## src/rtl/pong_pkg.sv

```systemverilog
`default_nettype none
// pong_pkg: select encodings, screen bounds and the reader state type shared by
// pong_state_reader and pong_step_pulser.
package pong_pkg;

   localparam int SCREEN_WIDTH_DEF  = 200;
   localparam int SCREEN_HEIGHT_DEF = 187;

   localparam logic [1:0] SEL_BALL_X = 2'd0;
   localparam logic [1:0] SEL_BALL_Y = 2'd1;
   localparam logic [1:0] SEL_LPAD   = 2'd2;
   localparam logic [1:0] SEL_RPAD   = 2'd3;

   typedef enum logic [2:0] {
      ST_IDLE    = 3'd0,
      ST_DRIVE   = 3'd1,
      ST_PULSE   = 3'd2,
      ST_SETTLE  = 3'd3,
      ST_CAPTURE = 3'd4,
      ST_PRESENT = 3'd5
   } reader_state_t;

endpackage
`default_nettype wire

```

## src/rtl/pong_step_pulser.sv

```systemverilog
`default_nettype none
// pong_step_pulser: on go, holds step high for PULSE_W cycles, waits SETTLE_CYCLES,
// then emits a one-cycle sample strobe. last flags the final cycle of each timed phase.
module pong_step_pulser
   import pong_pkg::*;
#(
   parameter int PULSE_W       = 2,
   parameter int SETTLE_CYCLES = 2
) (
   input  logic clk,
   input  logic rst_n,
   input  logic go,
   output logic step,
   output logic last,
   output logic sample
);

   localparam logic [3:0] PULSE_LOAD  = 4'(PULSE_W - 1);
   localparam logic [3:0] SETTLE_LOAD = 4'(SETTLE_CYCLES - 1);

   reader_state_t phase;
   logic [3:0]    timer;

   assign last = (timer == 4'd0);

   always_ff @(posedge clk) begin
      if (!rst_n) begin
         phase  <= ST_IDLE;
         step   <= 1'b0;
         timer  <= 4'd0;
         sample <= 1'b0;
      end else begin
         sample <= 1'b0;
         case (phase)
            ST_IDLE: begin
               if (go) begin
                  phase <= ST_PULSE;
                  step  <= 1'b1;
                  timer <= PULSE_LOAD;
               end
            end
            ST_PULSE: begin
               if (last) begin
                  phase <= ST_SETTLE;
                  step  <= 1'b0;
                  timer <= SETTLE_LOAD;
               end else begin
                  timer <= timer - 4'd1;
               end
            end
            ST_SETTLE: begin
               if (last) begin
                  phase  <= ST_IDLE;
                  sample <= 1'b1;
               end else begin
                  timer <= timer - 4'd1;
               end
            end
            default: begin
               phase <= ST_IDLE;
               step  <= 1'b0;
            end
         endcase
      end
   end

endmodule
`default_nettype wire

```

## src/rtl/pong_state_reader.sv

```systemverilog
`default_nettype none
// pong_state_reader: walks the core's four state bytes and presents them as one snapshot.
// Define PONG_READER_AUTO_EN to chain snapshots back to back after each handshake.
module pong_state_reader
   import pong_pkg::*;
#(
   parameter int PULSE_W       = 2,
   parameter int SETTLE_CYCLES = 2,
   parameter int SCREEN_WIDTH  = SCREEN_WIDTH_DEF,
   parameter int SCREEN_HEIGHT = SCREEN_HEIGHT_DEF
) (
   input  logic       clk,
   input  logic       rst_n,
   input  logic       start,
   output logic       busy,
   output logic [1:0] sel,
   output logic       step,
   input  logic [7:0] data_in,
   output logic       snap_valid,
   input  logic       snap_ready,
   output logic [7:0] ball_x,
   output logic [7:0] ball_y,
   output logic [7:0] lpad_y,
   output logic [7:0] rpad_y,
   output logic       range_err
);

   localparam logic [8:0] X_LIMIT = 9'(SCREEN_WIDTH);
   localparam logic [8:0] Y_LIMIT = 9'(SCREEN_HEIGHT);

   reader_state_t state;
   logic [1:0]    field;
   logic          go;
   logic          last;
   logic          sample;

   // sel only moves when field is reloaded on entry to DRIVE
   assign sel = field;
   assign go  = (state == ST_DRIVE);

   pong_step_pulser #(
      .PULSE_W       (PULSE_W),
      .SETTLE_CYCLES (SETTLE_CYCLES)
   ) u_pulser (
      .clk    (clk),
      .rst_n  (rst_n),
      .go     (go),
      .step   (step),
      .last   (last),
      .sample (sample)
   );

   always_ff @(posedge clk) begin
      if (!rst_n) begin
         state      <= ST_IDLE;
         field      <= SEL_BALL_X;
         busy       <= 1'b0;
         snap_valid <= 1'b0;
         range_err  <= 1'b0;
         ball_x     <= 8'd0;
         ball_y     <= 8'd0;
         lpad_y     <= 8'd0;
         rpad_y     <= 8'd0;
      end else begin
         case (state)
            ST_IDLE: begin
               if (start) begin
                  state <= ST_DRIVE;
                  field <= SEL_BALL_X;
                  busy  <= 1'b1;
               end
            end
            ST_DRIVE: state <= ST_PULSE;
            ST_PULSE: begin
               if (last) state <= ST_SETTLE;
            end
            ST_SETTLE: begin
               if (last) state <= ST_CAPTURE;
            end
            ST_CAPTURE: begin
               if (sample) begin
                  case (field)
                     SEL_BALL_X: ball_x <= data_in;
                     SEL_BALL_Y: ball_y <= data_in;
                     SEL_LPAD:   lpad_y <= data_in;
                     default:    rpad_y <= data_in;
                  endcase
                  if (field == SEL_RPAD) begin
                     state      <= ST_PRESENT;
                     snap_valid <= 1'b1;
                     range_err  <= ({1'b0, ball_x} >= X_LIMIT) ||
                                   ({1'b0, ball_y} >= Y_LIMIT);
                  end else begin
                     field <= field + 2'd1;
                     state <= ST_DRIVE;
                  end
               end
            end
            ST_PRESENT: begin
               if (snap_ready) begin
                  snap_valid <= 1'b0;
`ifdef PONG_READER_AUTO_EN
                  state      <= ST_DRIVE;
                  field      <= SEL_BALL_X;
`else
                  state      <= ST_IDLE;
                  busy       <= 1'b0;
`endif
               end
            end
            default: begin
               state <= ST_IDLE;
               busy  <= 1'b0;
            end
         endcase
      end
   end

endmodule
`default_nettype wire

```

## config.mk

```make
export PLATFORM = sky130hd
export DESIGN_NAME = pong_state_reader
export DESIGN_NICKNAME = d
export VERILOG_FILES = /design/src/rtl/pong_pkg.sv /design/src/rtl/pong_step_pulser.sv /design/src/rtl/pong_state_reader.sv
export SDC_FILE = /design/constraint.sdc
export NUM_CORES = 1
export LEC_CHECK = 0
export ABC_CLOCK_PERIOD_IN_PS = 2400
export CAP_MARGIN = 25
export CORE_UTILIZATION = 53
export DETAILED_ROUTE_END_ITERATION = 16
export PLACE_DENSITY_LB_ADDON = 0.2
export SLEW_MARGIN = 20
export SYNTH_ARGS = -nofsm -noshare
export SYNTH_HDL_FRONTEND = slang
export SYNTH_SLANG_ARGS = --single-unit
```

## constraint.sdc

```tcl
create_clock -name clk -period 2.4 [get_ports clk]
set_input_delay 0.36 -clock clk [delete_from_list [all_inputs] [get_ports clk]]
set_output_delay 0.36 -clock clk [all_outputs]
set_load 0.005 [all_outputs]
```

==> impl_summary.log <==
[metrics] number of buffers inserted by port buffering: roughly 50
[metrics] total congestion overflow after global routing: 0
[metrics] number of clock buffers inserted by TritonCTS: 5
[metrics] sequential element share of the synthesized area: 44.5%
[metrics] post-route cell area: 2720 sq um
[metrics] CTS H-Tree Depth: 2
[metrics] vias per inst: approximately 5.8
[metrics] number of cells upsized or downsized after cts: 0
[metrics] clock tree from TritonCTS: done
[metrics] final estimated routing congestion in global placement: between 0.8 and 0.9
[metrics] post-detailed-placement cell area: 2640 sq um
[metrics] number of antenna violations at the first check in global routing: 0
[metrics] FP Rows: 22
[metrics] die boundary height: 65.8 um
[metrics] slowest CP cell: dfxtp_1
[metrics] headroom to the max-slew limit: 69.0%
[metrics] worst-path cell chain: and4bb_1 > buf_4 > nand3b_1 > a221oi_1
[metrics] global-route wire length before repair: 8.58 mm
[metrics] power density over the cells: 598 nW/um^2
[metrics] detailed-route wire length: approximately 5.2 mm
[metrics] RSZ-0062 raised after global routing: no
[metrics] first drt pass iteration count: 4
[metrics] clock tree root buffer cell: clkbuf_8
[metrics] post-synth cell types: 38
[metrics] Crit. End Element: register
[metrics] source-to-sink clock delay at the later pin of the worst-skew pair: 0.31 ns
[metrics] pin count of the biggest net entering global routing: 34
[metrics] routed len/inst: between 15 and 20 um
[metrics] clock transition at the registers of the reported paths: roughly 0.09 ns
[metrics] flop and latch count out of synthesis: 48
[metrics] Critical Path RT: 2.62 ns
[metrics] number of hold violations in the final report: 0
[metrics] fraction of layout instances using a drive strength above 1: 4.38%
[metrics] WS Path Type: register to register
[metrics] critical path peak fanout: 33
[metrics] Max VDD drop: 0.000636 V
[metrics] ant diodes: 0
[metrics] achievable clock frequency: 0.593 GHz
[metrics] actual slew at the worst max-slew pin: 0.463 ns
[metrics] Avg Cell Area, Syn: 8.40 sq um
[metrics] postcts setup bufs: 0
[metrics] Clock Sinks: 48
[metrics] post-synthesis instance area: about 2200 sq um
[metrics] CTS hold repair buffers: 0
[metrics] DR DRC count: 0
[metrics] largest stage delay on the critical path: 0.57 ns
[metrics] post-route clock skew: 0.00807 ns
[metrics] Arrival @ worst endpoint: about 1.9 ns
[metrics] GRT Resource Usage Total: between 20% and 30%
[metrics] outcome: completed
[metrics] count of mapped cells out of synthesis: 257
[metrics] iteration-0 DRC count of the detailed router: ~150
[metrics] Total Negative Setup Slacks: 0 ns
[metrics] max-slew violation count: 0
[metrics] Util after Layout: 72.2%
[metrics] DIE AREA: 4330 sq um
[metrics] maximum buffer depth of the clock tree: 2
[metrics] vias in the first global route: 1,814
[metrics] Core Box Area: 3770 sq um
[metrics] post-layout minimum cycle time: 1.69 ns
[metrics] overall via count from detail_route: ~2,000
[metrics] Synthesized Nets: 276
[metrics] ANT nets after route: 0
[metrics] count of fill cells added during filler insertion: 303
[metrics] num ports: 50
[metrics] Detail Placement HPWL: 3.52 mm
[metrics] worst min path class: register to register
[metrics] Syn. warnings: 0
[metrics] Setup violations, final: 0
[metrics] initial standard-cell utilization of the core: 57.2%
[metrics] synth-to-layout area growth: 26.2%
[metrics] post-route clock period utilization: 70.3%
[metrics] max-cap check violation count: 0
[metrics] fin nets: 315
[metrics] Die X-Extent: 65.8 um
[metrics] static leakage: 0.920 nW
[metrics] startpoint kind of the worst setup timing path: register
-- metrics by stage --
stage	std cells	setup WS [ns]	total power [W]	hold WS [ns]
2_1_floorplan	257	1.01	0.00109	0.470
3_3_place_gp	337	0.560	0.00116	0.465
3_5_place_dp	337	0.496	0.00117	0.466
4_1_cts	345	0.722	0.00163	0.478
5_1_grt	345	0.568	0.00171	0.502
6_report	345	0.713	0.00163	0.479
-- cell usage after synthesis (all sizes together) --
cell,count,area share (%)
dfxtp,48,45
nand3,37,8.6
a21oi,36,8.3
o21ai,34,7.9
inv,13,2.3
clkbuf,12,2.1
buf,9,2.6
nand2,8,1.4
ha,7,4.1
nor2,6,1.0
a31oi,5,1.4
nand2b,5,1.4
nand3b,3,1.0
nor3,3,0.70
o21a,3,1.0
o311a,3,1.4
a221oi,2,0.81
and2,2,0.58
nor4b,2,0.81
o221ai,2,0.81
o31ai,2,0.70
a2111oi,1,0.41
a21o,1,0.35
a22oi,1,0.58
and3,1,0.29
and4bb,1,0.58
mux2i,1,0.46
nand4,1,0.29
nand4b,1,0.41
nand4bb,1,0.52
nor3b,1,0.58
nor4,1,0.29
o311ai,1,0.41
or3,1,0.29
or3b,1,0.41
or4b,1,0.64
-- kinds of logic after synthesis --
family / count (synthesis) / synth area share, %
AO/OA/AOI/OAI: 91 / 24.2
adder cells (fa/ha/maj): 7 / 4.06
buffers and inverters: 34 / 6.90
flip-flops: 48 / 44.5
multiplexers: 1 / 0.464
AND/OR/NAND/NOR: 76 / 19.9
-- state kept, by name, indices dropped and copies added (netlist names) --
register and flops:
u_pulser.phase 2, sel 2, lpad_y 8, range_err 1, busy 1, u_pulser.sample 1, rpad_y 8, ball_x 8
snap_valid 1, u_pulser.timer 4, state 3, ball_y 8, u_pulser.step 1
-- worst max-delay path: cells and delay by family (launching register included) --
kind                   cells  cell delay (ns)
flip-flops                 1             0.57
AO/OA/AOI/OAI              1             0.28
buffers and inverters      1             0.33
AND/OR/NAND/NOR            2             0.42
-- power by group --
group / switching [W] / internal [W]
Clock: 0.000270 / 0.000208
Combinational: 0.000133 / 0.000126
Sequential: 0.0000624 / 0.000831
Total: 0.000464 / 0.00117
-- metal layers --
| metal | track usage (%) | share of wire, % | vias to the layer above |
|---|---|---|---|
| met5 | 0 | 0 | - |
| met4 | 11.4 | 2.2 | 0 |
| met3 | 6.90 | 5.5 | 10 |
| met2 | 39.4 | 46 | 60 |
| met1 | 35.5 | 46 | 918 |
| li1 | - | - | 1007 |
-- area by class of cell --
type	instances	area, sq um	share of cell area [%]
Sequential cell	48	961	35.3
Clock inverter	1	8.76	0.322
Clock buffer	7	76.3	2.80
Inverter	13	48.8	1.79
Multi-Input combinational cell	175	1050	38.5
Tap cell	48	60.1	2.20
Timing Repair Buffer	53	520	19.1
-- cell usage in the layout (no fill, tap or decap), drive strengths merged --
cell type	n
dfxtp	48
or4b	1
o21ai	34
inv	13
nand4b	1
a21o	1
or3b	1
o311ai	1
o21a	3
o221ai	2
or3	1
mux2i	1
nand4	1
o31ai	2
nor3	3
o311a	3
and2	2
nand4bb	1
ha	7
and3	1
nor4b	2
nand2b	5
nand3	37
clkinv	1
nor2	6
buf	4
a221oi	2
a21oi	36
a2111oi	1
clkdlybuf4s50	49
nor4	1
nand3b	3
a22oi	1
a31oi	5
nor3b	1
nand2	8
clkbuf	7
and4bb	1
-- worst paths after layout --
kind / slack [ns] / cells past startpoint / endpoint / startpoint
worst min-delay path: 0.48 / 2 / rpad_y[6] / rpad_y[6]
worst max register to register: 0.71 / 4 / sel[1] / state[2]
worst max-delay path: 0.71 / 4 / sel[1] / state[2]
worst min register to register: 0.48 / 2 / rpad_y[6] / rpad_y[6]
No activity file was read; power rests on OpenSTA's default activity.
